File: src/rtl/fetch_stage.sv
// Instruction-fetch stage: issues word requests to instruction memory, buffers
// returned instructions with their PC and hands them to decode; redirects flush.
module fetch_stage #(
    parameter int unsigned           D_WIDTH    = 32,
    parameter logic [D_WIDTH-1:0]    RESET_PC   = '0,
    parameter int unsigned           FIFO_DEPTH = 2
) (
    input  logic               clk,
    input  logic               rst,
    input  logic               fetch_en,
    input  logic               redirect_valid,
    input  logic [D_WIDTH-1:0] redirect_pc,
    output logic               imem_req_valid,
    input  logic               imem_req_ready,
    output logic [D_WIDTH-1:0] imem_req_addr,
    input  logic               imem_rsp_valid,
    input  logic [D_WIDTH-1:0] imem_rsp_data,
    output logic               id_valid,
    input  logic               id_ready,
    output logic [D_WIDTH-1:0] id_instr,
    output logic [D_WIDTH-1:0] id_pc
);

    localparam int unsigned AW = $clog2(FIFO_DEPTH);
    localparam int unsigned CW = AW + 1;
    localparam logic [CW:0] DEPTH_C = (CW + 1)'(FIFO_DEPTH);

    localparam logic [1:0] S_IDLE  = 2'd0;
    localparam logic [1:0] S_FETCH = 2'd1;
    localparam logic [1:0] S_HALT  = 2'd2;

    logic [1:0]         state_q, state_d;
    logic [D_WIDTH-1:0] fetch_pc_q, fetch_pc_d;
    logic [CW-1:0]      inflight_q, inflight_d;
    logic [CW-1:0]      drop_cnt_q, drop_cnt_d;

    logic [D_WIDTH-1:0] instr_q [FIFO_DEPTH];
    logic [D_WIDTH-1:0] ipc_q   [FIFO_DEPTH];
    logic [AW-1:0]      wr_ptr_q, wr_ptr_d;
    logic [AW-1:0]      rd_ptr_q, rd_ptr_d;
    logic [CW-1:0]      count_q, count_d;

    logic [D_WIDTH-1:0] pcq_q [FIFO_DEPTH];
    logic [AW-1:0]      pcq_wr_q, pcq_wr_d;
    logic [AW-1:0]      pcq_rd_q, pcq_rd_d;

    logic               fifo_empty;
    logic               pop;
    logic               push;
    logic               req_fire;
    logic               rsp_live;
    logic [CW:0]        credit_used;

    assign fifo_empty = (count_q == '0);
    assign id_valid   = !rst && !fifo_empty;
    assign pop        = id_valid && id_ready;
    assign id_instr   = id_valid ? instr_q[rd_ptr_q] : '0;
    assign id_pc      = id_valid ? ipc_q[rd_ptr_q]   : '0;

    // A pop this cycle frees its slot immediately, so a full pipe still issues
    // one request per cycle while decode keeps accepting.
    assign credit_used    = {1'b0, inflight_q} + {1'b0, count_q} - {{CW{1'b0}}, pop};
    assign imem_req_valid = !rst && (state_q == S_FETCH) && fetch_en && !redirect_valid
                            && (credit_used < DEPTH_C);
    assign imem_req_addr  = fetch_pc_q;
    assign req_fire       = imem_req_valid && imem_req_ready;

    // Responses with nothing outstanding (e.g. from before a reset) are ignored.
    assign rsp_live = imem_rsp_valid && (inflight_q != '0);
    assign push     = rsp_live && !redirect_valid && (drop_cnt_q == '0);

    always_comb begin
        state_d = state_q;
        case (state_q)
            S_IDLE:  state_d = S_FETCH;
            S_FETCH: state_d = fetch_en ? S_FETCH : S_HALT;
            S_HALT:  state_d = fetch_en ? S_FETCH : S_HALT;
            default: state_d = S_IDLE;
        endcase
    end

    always_comb begin
        fetch_pc_d = fetch_pc_q;
        if (redirect_valid) begin
            fetch_pc_d = redirect_pc & ~D_WIDTH'(3);
        end else if (req_fire) begin
            fetch_pc_d = fetch_pc_q + D_WIDTH'(4);
        end

        inflight_d = inflight_q + CW'(req_fire) - CW'(rsp_live);

        drop_cnt_d = drop_cnt_q;
        if (redirect_valid) begin
            drop_cnt_d = inflight_d;
        end else if (rsp_live && (drop_cnt_q != '0)) begin
            drop_cnt_d = drop_cnt_q - CW'(1);
        end

        pcq_wr_d = pcq_wr_q + AW'(req_fire);
        pcq_rd_d = pcq_rd_q + AW'(rsp_live);

        wr_ptr_d = wr_ptr_q + AW'(push);
        rd_ptr_d = rd_ptr_q + AW'(pop);
        count_d  = count_q + CW'(push) - CW'(pop);
        if (redirect_valid) begin
            wr_ptr_d = '0;
            rd_ptr_d = '0;
            count_d  = '0;
        end
    end

    always_ff @(posedge clk) begin
        if (rst) begin
            state_q    <= S_IDLE;
            fetch_pc_q <= RESET_PC;
            inflight_q <= '0;
            drop_cnt_q <= '0;
            wr_ptr_q   <= '0;
            rd_ptr_q   <= '0;
            count_q    <= '0;
            pcq_wr_q   <= '0;
            pcq_rd_q   <= '0;
            for (int unsigned i = 0; i < FIFO_DEPTH; i++) begin
                instr_q[i] <= '0;
                ipc_q[i]   <= '0;
                pcq_q[i]   <= '0;
            end
        end else begin
            state_q    <= state_d;
            fetch_pc_q <= fetch_pc_d;
            inflight_q <= inflight_d;
            drop_cnt_q <= drop_cnt_d;
            wr_ptr_q   <= wr_ptr_d;
            rd_ptr_q   <= rd_ptr_d;
            count_q    <= count_d;
            pcq_wr_q   <= pcq_wr_d;
            pcq_rd_q   <= pcq_rd_d;
            if (req_fire) begin
                pcq_q[pcq_wr_q] <= fetch_pc_q;
            end
            if (push) begin
                instr_q[wr_ptr_q] <= imem_rsp_data;
                ipc_q[wr_ptr_q]   <= pcq_q[pcq_rd_q];
            end
        end
    end

endmodule
File: config.mk
export PLATFORM = sky130hd
export DESIGN_NAME = fetch_stage
export DESIGN_NICKNAME = d
export VERILOG_FILES = /design/src/rtl/fetch_stage.sv
export SDC_FILE = /design/constraint.sdc
export NUM_CORES = 1
export LEC_CHECK = 0
export CAP_MARGIN = 20
export CORE_MARGIN = 2
export CORE_UTILIZATION = 45
export DETAILED_ROUTE_END_ITERATION = 8
export PLACE_DENSITY = 0.78
export SLEW_MARGIN = 20
export SYNTH_ARGS = -nofsm -noshare
export SYNTH_HDL_FRONTEND = slang
export SYNTH_SLANG_ARGS = --single-unit
File: constraint.sdc
create_clock -name clk -period 4.67 [get_ports clk]
set_input_delay 0.7005 -clock clk [delete_from_list [all_inputs] [get_ports clk]]
set_output_delay 0.7005 -clock clk [all_outputs]
set_load 0.005 [all_outputs]
==> out/metrics.cfg, run 1 <==
[power]
p_leak_nw=4.58
power_density_nw_per_um2=379
peakVddDrop_mv=0.242

[job]
cap_violations=0

[die]
die_width_um=156
die_h_um=156
ios=169
dieArea_um2=24300
rows=55
core_um2=22600
start_util=0.459

[worst_setup_path]
worstPathCellList=clkdlybuf4s50_1, or2_2, inv_1, nand2_1, nor2_1, o21ai_0, fa_1, xor2_1, buf_4, and3_1, clkdlybuf4s50_1
cp_slowest_cell=clkdlybuf4s50_1
r2r_slack_ns=1.02
path_max_fanout=5
required_ns=3.97
r2r-start=count_q[0]
cpPeakStageDelay_ns=0.51
crit_top_cell=clkdlybuf4s50_1
critPathLaunchType=input port
r2r-end=pcq_q[0][12]
critPathCaptureType=primary output
r2r_cells=12
critPathKind=input port to primary output
cp.arrival_ns=3.55

[timing]
tightest_slew_ns=1.03
relSlewSlack=0.316
rsz0062_at_grt=false
setup_violations=0
min_period_ns=4.25
timing.hold.ws_ns=0.567
final_max_slew_viol_count=0
final-hold-violation-count=0
finalCritPeriodShare=0.911
fin_setup_tns_ns=0
skew_ns=0.0179
clock.fmax_mhz=235

[drt]
ant_nets=0
drt_iter0_markers=422
drt_pass1_iterations=5
wl_um=23900
vias_per_cell=5.33
drt-wirelength-per-cell_um=18.2
drc=0
vias=7010

[yosys]
async_flop_share=0
yosysTopAreaCell=edfxtp_1
yosysWarnings=0
ys.flop_type=edfxtp_1
syn_inst=865
synth_top_area_frac=0.531
synthTopCellsByArea=edfxtp_1 53%, mux2i_1 8.9%, dfxtp_1 8.1%
postSynthAreaPerCell_um2=12.0
synth.distinct_cells=52
synth-edff-count=184
ys_seq_elements=226
synth-seq-area-share=0.612
syn-cell-area_um2=10400

[global_route]
first_global_vias=7066
grt_max_degree=63
grt_pass1_wl_um=37600
grt_overflow_total=0
grtUsageTotal=0.195
antenna_found_initial=0

[placed_design]
finalWeightedCongestion=0.779
dp_hpwl_um=15200
placed_area_um2=12300
numPortBuffers=162

[clocking]
numCtsBuffers=24
cts_hold_buf=0
post_cts_resized=0
cts_buffer_depth=3
postCtsSetupBuffers=0
clk_latency_ns=0.52
cts_sinks=226
tritoncts=yes
cts_max_level=1
cts-root-buf=clkbuf_16
cts.clk_slew.worst_paths_ns=0.06

[min_path]
worstHoldStart=state_q[1]
hold_end=state_q[0]
hold_path_class=flop to flop
hold_depth=2

[finish]
diodes=0
final_common_cell=edfxtp_1
design_area_um2=13000
drive_gt1_frac=0.0718
layout.nets=1093
area_delta_synth_final_pct=25.3
fillers=1831
layout_common_cells=184 x edfxtp_1, 162 x clkdlybuf4s50_1, 151 x nor2_1

[outcome]
outcome=completed

worst max-delay path by stage:
stage | from | to | slack, ns
global route | rst | imem_req_valid | 0.22
floorplan | imem_rsp_valid | instr_q[0][0] | 0.18
finish | rst | imem_req_valid | 0.42
global placement | rst | drop_cnt_q[1] | 0.38
CTS | rst | imem_req_valid | 0.40
detailed placement | rst | drop_cnt_q[1] | 0.27
Yosys cell counts (all sizes together) (11+ instances only):
master	number
and2	106
xor2	19
xnor2	16
a211oi	14
and3	36
clkbuf	45
dfxtp	42
edfxtp	184
nand4	19
buf	14
inv	11
nand3	11
nor2	152
mux2i	93
nand2	22
through the flow:
step / cells / power [mW] / util / worst slack [ns]
after floorplan: 868 / 2.86 / - / 0.176
after global placement: 1271 / 3.08 / 0.541 / 0.375
after detailed placement: 1271 / 3.11 / 0.541 / 0.266
after CTS: 1315 / 4.97 / 0.575 / 0.398
after global routing: 1315 / 5.12 / 0.576 / 0.225
final: 1315 / 4.94 / 0.576 / 0.416
per-layer routing:
metal | global-route usage | wire length, um | vias up
li1 | - | - | 3350
met1 | 0.260 | 10300 | 3365
met2 | 0.330 | 11500 | 254
met3 | 0.0317 | 1500 | 41
met4 | 0.0590 | 568 | 0
met5 | 0 | 0 | -
power breakdown:
group          internal (mW)  leakage [nW]  switching [mW]
registers               2.35          2.25           0.148
logic                  0.292          1.94           0.280
clock network           1.11         0.383           0.761
total                   3.75          4.58            1.19
cell families (layout without fill, tap and decap cells):
group / after synthesis / in the layout / share of synthesized area
other: 1 / 4 / 0.000361
buffers and inverters: 71 / 233 / 0.0326
XOR/XNOR: 35 / 35 / 0.0295
AO/OA/AOI/OAI: 46 / 46 / 0.0298
multiplexers: 94 / 94 / 0.0906
adder cells (fa/ha/maj): 10 / 10 / 0.0128
flip-flops: 226 / 226 / 0.612
AND/OR/NAND/NOR: 382 / 382 / 0.192
registers in the layout, summed over array words and instances (netlist names):
register and cells:
instr_q 64, count_q 2, rd_ptr_q 1, wr_ptr_q 1
pcq_q 60, drop_cnt_q 2, imem_req_addr 30, state_q 2
ipc_q 60, inflight_q 2, pcq_rd_q 1, pcq_wr_q 1
cell type report:
cell class                 instances  area (um2)  area share
clock buffer                      33         666      0.0511
clock inverter                    11         106     0.00816
inverter                          11        43.8     0.00336
multi-input combinational        571        3730       0.287
sequential                       226        6370       0.489
tap                              285         357      0.0274
timing repair buffer             178        1750       0.135
worst max-delay path: cells and delay by family:
kind,cells,cell delay (ns)
xor+xnor,1,0.21
simple gates,4,0.86
buf+inv,4,1.25
fa+ha+maj,1,0.40
compound gates,1,0.15
Note: power is estimated with default switching activity, not from simulation.
==> inputs of run 2 (changes only) <==
Settings changed: CORE_ASPECT_RATIO from default to 0.7.
==> run 2 against run 1 <==
Effect of this change: total power rose by 3.6%; critical path type is now flop to primary output; non-clock buffer count fell by 1; largest power group unchanged; sequential power fell by 2%; critical path depth fell by 1; global-route usage rose by 0.84 points.
==> out/metrics.cfg, run 2 (synthesis gave the netlist of run 1 again) <==
[worst_setup_path]
required_ns=3.97
path_max_fanout=4
cp.arrival_ns=3.23
r2r-start=count_q[0]
r2r_slack_ns=1.07
r2r-end=pcq_q[0][6]
path_delay_family=simple AND/OR/NAND/NOR gates
worstPathCellList=nor2_1, or2_2, inv_1, nand2_1, nor2_1, o21ai_0, fa_1, and4bb_2, and3_1, clkdlybuf4s50_1
critPathCaptureType=primary output
path_buf_inv=2
cpPeakStageDelay_ns=0.51
crit_top_cell=nor2_1
critPathKind=flop to primary output
cp_slowest_cell=fa_1
critPathLaunchType=flop
r2r_cells=12

[placed_design]
dp_hpwl_um=15400
numPortBuffers=162
finalWeightedCongestion=0.816
pre_cts_ws_ns=0.644

[min_path]
worstHoldStart=state_q[1]
hold_depth=2
hold_path_class=flop to flop
hold_end=state_q[0]

[global_route]
first_global_vias=6809
grt_overflow_total=0
grt_max_degree=63
grt_pass1_wl_um=38700
antenna_found_initial=0
grtUsageTotal=0.204

[clocking]
cts.clk_slew.worst_paths_ns=0.07
numCtsBuffers=23
clk_latency_ns=0.51
post_cts_resized=0
cts-root-buf=clkbuf_16
cts_hold_buf=0
tritoncts=yes
postCtsSetupBuffers=0
cts_max_level=1
cts_sinks=226
cts_buffer_depth=3

[drt]
wl_um=24900
vias=7123
drt-wirelength-per-cell_um=18.6
drt_iter0_markers=485
ant_nets=0
drc=0
drt_pass1_iterations=5
vias_per_cell=5.32

[die]
core_um2=22700
die_h_um=131
rows=46
ios=169
die_width_um=186
start_util=0.459
dieArea_um2=24400

[timing]
finalCritPeriodShare=0.842
final_max_slew_viol_count=0
min_period_ns=3.93
setup_violations=0
final-hold-violation-count=0
relSlewSlack=0.304
skew_ns=0.0166
fin_setup_tns_ns=0
rsz0062_at_grt=false
timing.final.ws_setup_ns=0.737
clock.fmax_mhz=254
tightest_slew_ns=1.04

[finish]
multi_input_area_um2=3740
layout.nets=1091
diodes=0
final_common_cell=edfxtp_1
drive_gt1_frac=0.0741
largest_register_ffs=64
layout.area.seq_um2=6370
layout_common_cells=184 x edfxtp_1, 161 x clkdlybuf4s50_1, 151 x nor2_1
area_delta_synth_final_pct=26.1
largest-register=instr_q
largestRegisters=instr_q: 64 flops, ipc_q: 60 flops, pcq_q: 60 flops
fillers=1874

[power]
p_leak_nw=4.60
power.switching_mw=1.21
internal_power_mw=3.91
power_density_nw_per_um2=390
peakVddDrop_mv=0.224
p_sw_frac=0.236
clkPwrFrac=0.398
seqPwrFrac=0.479
power_frac_comb=0.124

[job]
cap_violations=0

[outcome]
outcome=completed

## run 2: changes by cell type in the layout (fill, tap and decap cells not counted), sizes merged
cell           before  now
clkinv              8    4
clkdlybuf4s50     162  161
inv                12   11
bufinv              2    6
clkbuf             33   29
clkinvlp            0    2
## run 2: worst max-delay path by stage
stage | slack [ns] | from | to | depth (start not counted)
6_report | 0.74 | count_q[0] | imem_req_valid | 10
5_1_grt | 0.49 | count_q[0] | imem_req_valid | 11
4_1_cts | 0.70 | count_q[0] | imem_req_valid | 10
3_5_place_dp | 0.64 | rst | pcq_q[0][28] | 12
3_3_place_gp | 0.77 | rst | pcq_q[0][28] | 12
2_1_floorplan | 0.18 | imem_rsp_valid | instr_q[0][0] | 3
## run 2: final cells by class
type | count | share of cell area
repair buffers | 177 | 0.133
inverters | 11 | 0.00334
clock inverters | 12 | 0.0164
clock buffers | 29 | 0.0471
well taps | 312 | 0.0298
flip-flops and latches | 226 | 0.486
multi-input cells | 571 | 0.285
## run 2: per-stage QoR
step | total power [mW] | instances | hold WS (ns) | cell area, um2 | util
after floorplan | 2.86 | 868 | 0.525 | 10400 | -
after global placement | 3.10 | 1297 | 0.532 | 12300 | 0.542
after detailed placement | 3.12 | 1297 | 0.556 | 12300 | 0.542
after CTS | 5.15 | 1338 | 0.565 | 13100 | 0.579
after global routing | 5.29 | 1338 | 0.599 | 13100 | 0.579
final | 5.11 | 1338 | 0.564 | 13100 | 0.579
## run 2: worst register-to-register path, cell delays in order (launching register included)
cell and delay [ns]:
dfxtp_1 0.38, nor2_1 0.07, or2_2 0.28, inv_1 0.09, nand2_1 0.13, nor2_1 0.20, o21ai_0 0.14, fa_1 0.51
and4bb_2 0.23, and4_1 0.26, inv_4 0.10, nor2_1 0.12, or2_2 0.70
## run 2: routing by layer
metal	vias to the layer above	share of wire	track usage
met5	-	0	0
li1	3350	-	-
met1	3492	0.47	0.314
met2	251	0.44	0.307
met4	0	0.015	0.0350
met3	30	0.072	0.0330
## run 2: power groups by stage
stage               Clock, mW  Combinational [mW]  Sequential [mW]
finish                   2.03               0.632             2.45
global route             2.14               0.690             2.47
CTS                      2.06               0.637             2.45
detailed placement          0               0.632             2.49
global placement            0               0.618             2.48
floorplan                   0               0.413             2.45
==> inputs of run 3 (changes only) <==
Settings changed: PLACE_DENSITY 0.78 to 0.75.
Clock period 4.67 ns to 4.02 ns, I/O delays scaled along.
==> run 3 against run 2 <==
Effect of this change: clock skew is 0.0053 ns lower; largest power group unchanged; critical path depth unchanged; flip-flop and latch count unchanged; via count is 1.5% lower; utilization about the same; highest routed layer unchanged; worst hold slack worse by 0.0063 ns; die area unchanged; first-iteration DRC count rose by 17%; count of clock-buffer cells in the layout increased by 3; cell count increased by 0.45%.
==> out/metrics.cfg, run 3 (synthesis gave the netlist of run 1 again) <==
[outcome]
outcome=completed

[clocking]
cts.clk_slew.worst_paths_ns=0.06
numCtsBuffers=23
cts_buffer_depth=3
cts-root-buf=clkbuf_16
tritoncts=yes
cts_sinks=226
cts_hold_buf=0
clk_latency_ns=0.50
cts_max_level=1

[finish]
largest_register_ffs=64
final_common_cell=edfxtp_1
largest-register=instr_q
drive_gt1_frac=0.0795
largestRegisters=instr_q: 64 flops, ipc_q: 60 flops, pcq_q: 60 flops
layout.nets=1097
diodes=0
area_delta_synth_final_pct=26.2
layout_common_cells=184 x edfxtp_1, 161 x clkdlybuf4s50_1, 150 x nor2_1
final_util=0.579

[drt]
wl_um=24600
vias_per_cell=5.22
drt_pass1_iterations=5
ant_nets=0
drt_iter0_markers=568
drt-wirelength-per-cell_um=18.3
drc=0
vias=7017

[timing]
skew_ns=0.0113
tightest_slew_ns=1.13
relSlewSlack=0.246
finalCritPeriodShare=0.947
setup_violations=0
final_max_slew_viol_count=0
min_period_ns=3.81
clock.fmax_mhz=263
fin_setup_tns_ns=0
timing.final.ws_setup_ns=0.215
final-hold-violation-count=0

[power]
p_leak_nw=4.61
internal_power_mw=4.43
power.switching_mw=1.38
power_density_nw_per_um2=443
power_frac_comb=0.117
clkPwrFrac=0.385
peakVddDrop_mv=0.352
seqPwrFrac=0.499
p_sw_frac=0.238

[worst_setup_path]
cpPeakStageDelay_ns=0.47
cp_slowest_cell=fa_1
critPathKind=flop to primary output
critPathLaunchType=flop
cp.arrival_ns=3.20
path_max_fanout=4
path_buf_inv=2
r2r_slack_ns=0.52
critPathCaptureType=primary output
startpoint=count_q[0]
r2r-start=count_q[0]
required_ns=3.42
path_delay_family=simple AND/OR/NAND/NOR gates
worstPathCellList=nor2_1, or2_2, inv_1, nand2_2, and2_1, o21ai_0, fa_1, and4bb_2, and3_1, clkdlybuf4s50_1
r2r_cells=12
path_depth=10
r2r-end=pcq_q[0][3]

[global_route]
grt_pass1_wl_um=37800
grt_max_degree=63
grtUsageTotal=0.201
first_global_vias=6597
grt_overflow_total=0
antenna_found_initial=0

[die]
ios=169
die_h_um=131
die_width_um=186
rows=46
core_um2=22700
dieArea_um2=24400
start_util=0.459

[min_path]
worstHoldStart=state_q[1]
hold_end=state_q[0]
hold_depth=2
hold_path_class=flop to flop

[placed_design]
numPortBuffers=162
dp_hpwl_um=15500
finalWeightedCongestion=0.770
pre_cts_ws_ns=0.127

[job]
cap_violations=0

-- run 3: worst max path at each step --
stage | end | slack [ns]
floorplan | pcq_q[1][10] | 0.19
global placement | pcq_q[0][16] | 0.27
detailed placement | pcq_q[0][18] | 0.13
CTS | imem_req_valid | 0.1
global route | imem_req_valid | -0.002
finish | imem_req_valid | 0.21
-- run 3: area by class of cell --
type | count | area (um2)
clock buffers | 32 | 639
multi-input cells | 571 | 3740
repair buffers | 183 | 1800
well taps | 312 | 390
fillers | 1889 | 9550
flip-flops and latches | 226 | 6370
inverters | 11 | 43.8
clock inverters | 9 | 148
-- run 3: repair_timing --
| action | in CTS | in global routing |
|---|---|---|
| resized for setup | 0 | 2 |
| setup endpoints to repair | 0 | 1 |
| setup buffers | 0 | 1 |
-- run 3: power by group through the flow --
stage	Combinational [mW]	Clock, mW	Sequential [mW]
after global routing	0.747	2.37	2.92
final	0.678	2.24	2.90
after floorplan	0.480	0	2.84
after detailed placement	0.681	0	2.95
after CTS	0.684	2.27	2.90
after global placement	0.665	0	2.94
-- run 3: layer usage --
| metal | vias to the layer above | share of wire | GRT usage |
|---|---|---|---|
| met1 | 3370 | 0.48 | 0.309 |
| met4 | 0 | 0.018 | 0.0464 |
| met5 | - | 0 | 0 |
| met2 | 246 | 0.44 | 0.299 |
| met3 | 36 | 0.066 | 0.0308 |
| li1 | 3365 | - | - |
-- run 3: tightest hold or removal path, stage by stage, from the launching register on --
cell and delay, ns:
dfxtp_1 0.33, ha_1 0.14, nor3_1 0.04
-- run 3: stage by stage --
step                hold WS [ns]  instance area, um2  instances  total power, mW
floorplan                  0.525               10400        868             3.32
global placement           0.532               12300       1302             3.60
detailed placement         0.549               12300       1302             3.63
CTS                        0.557               13100       1343             5.86
global route               0.609               13100       1344             6.04
finish                     0.558               13100       1344             5.82
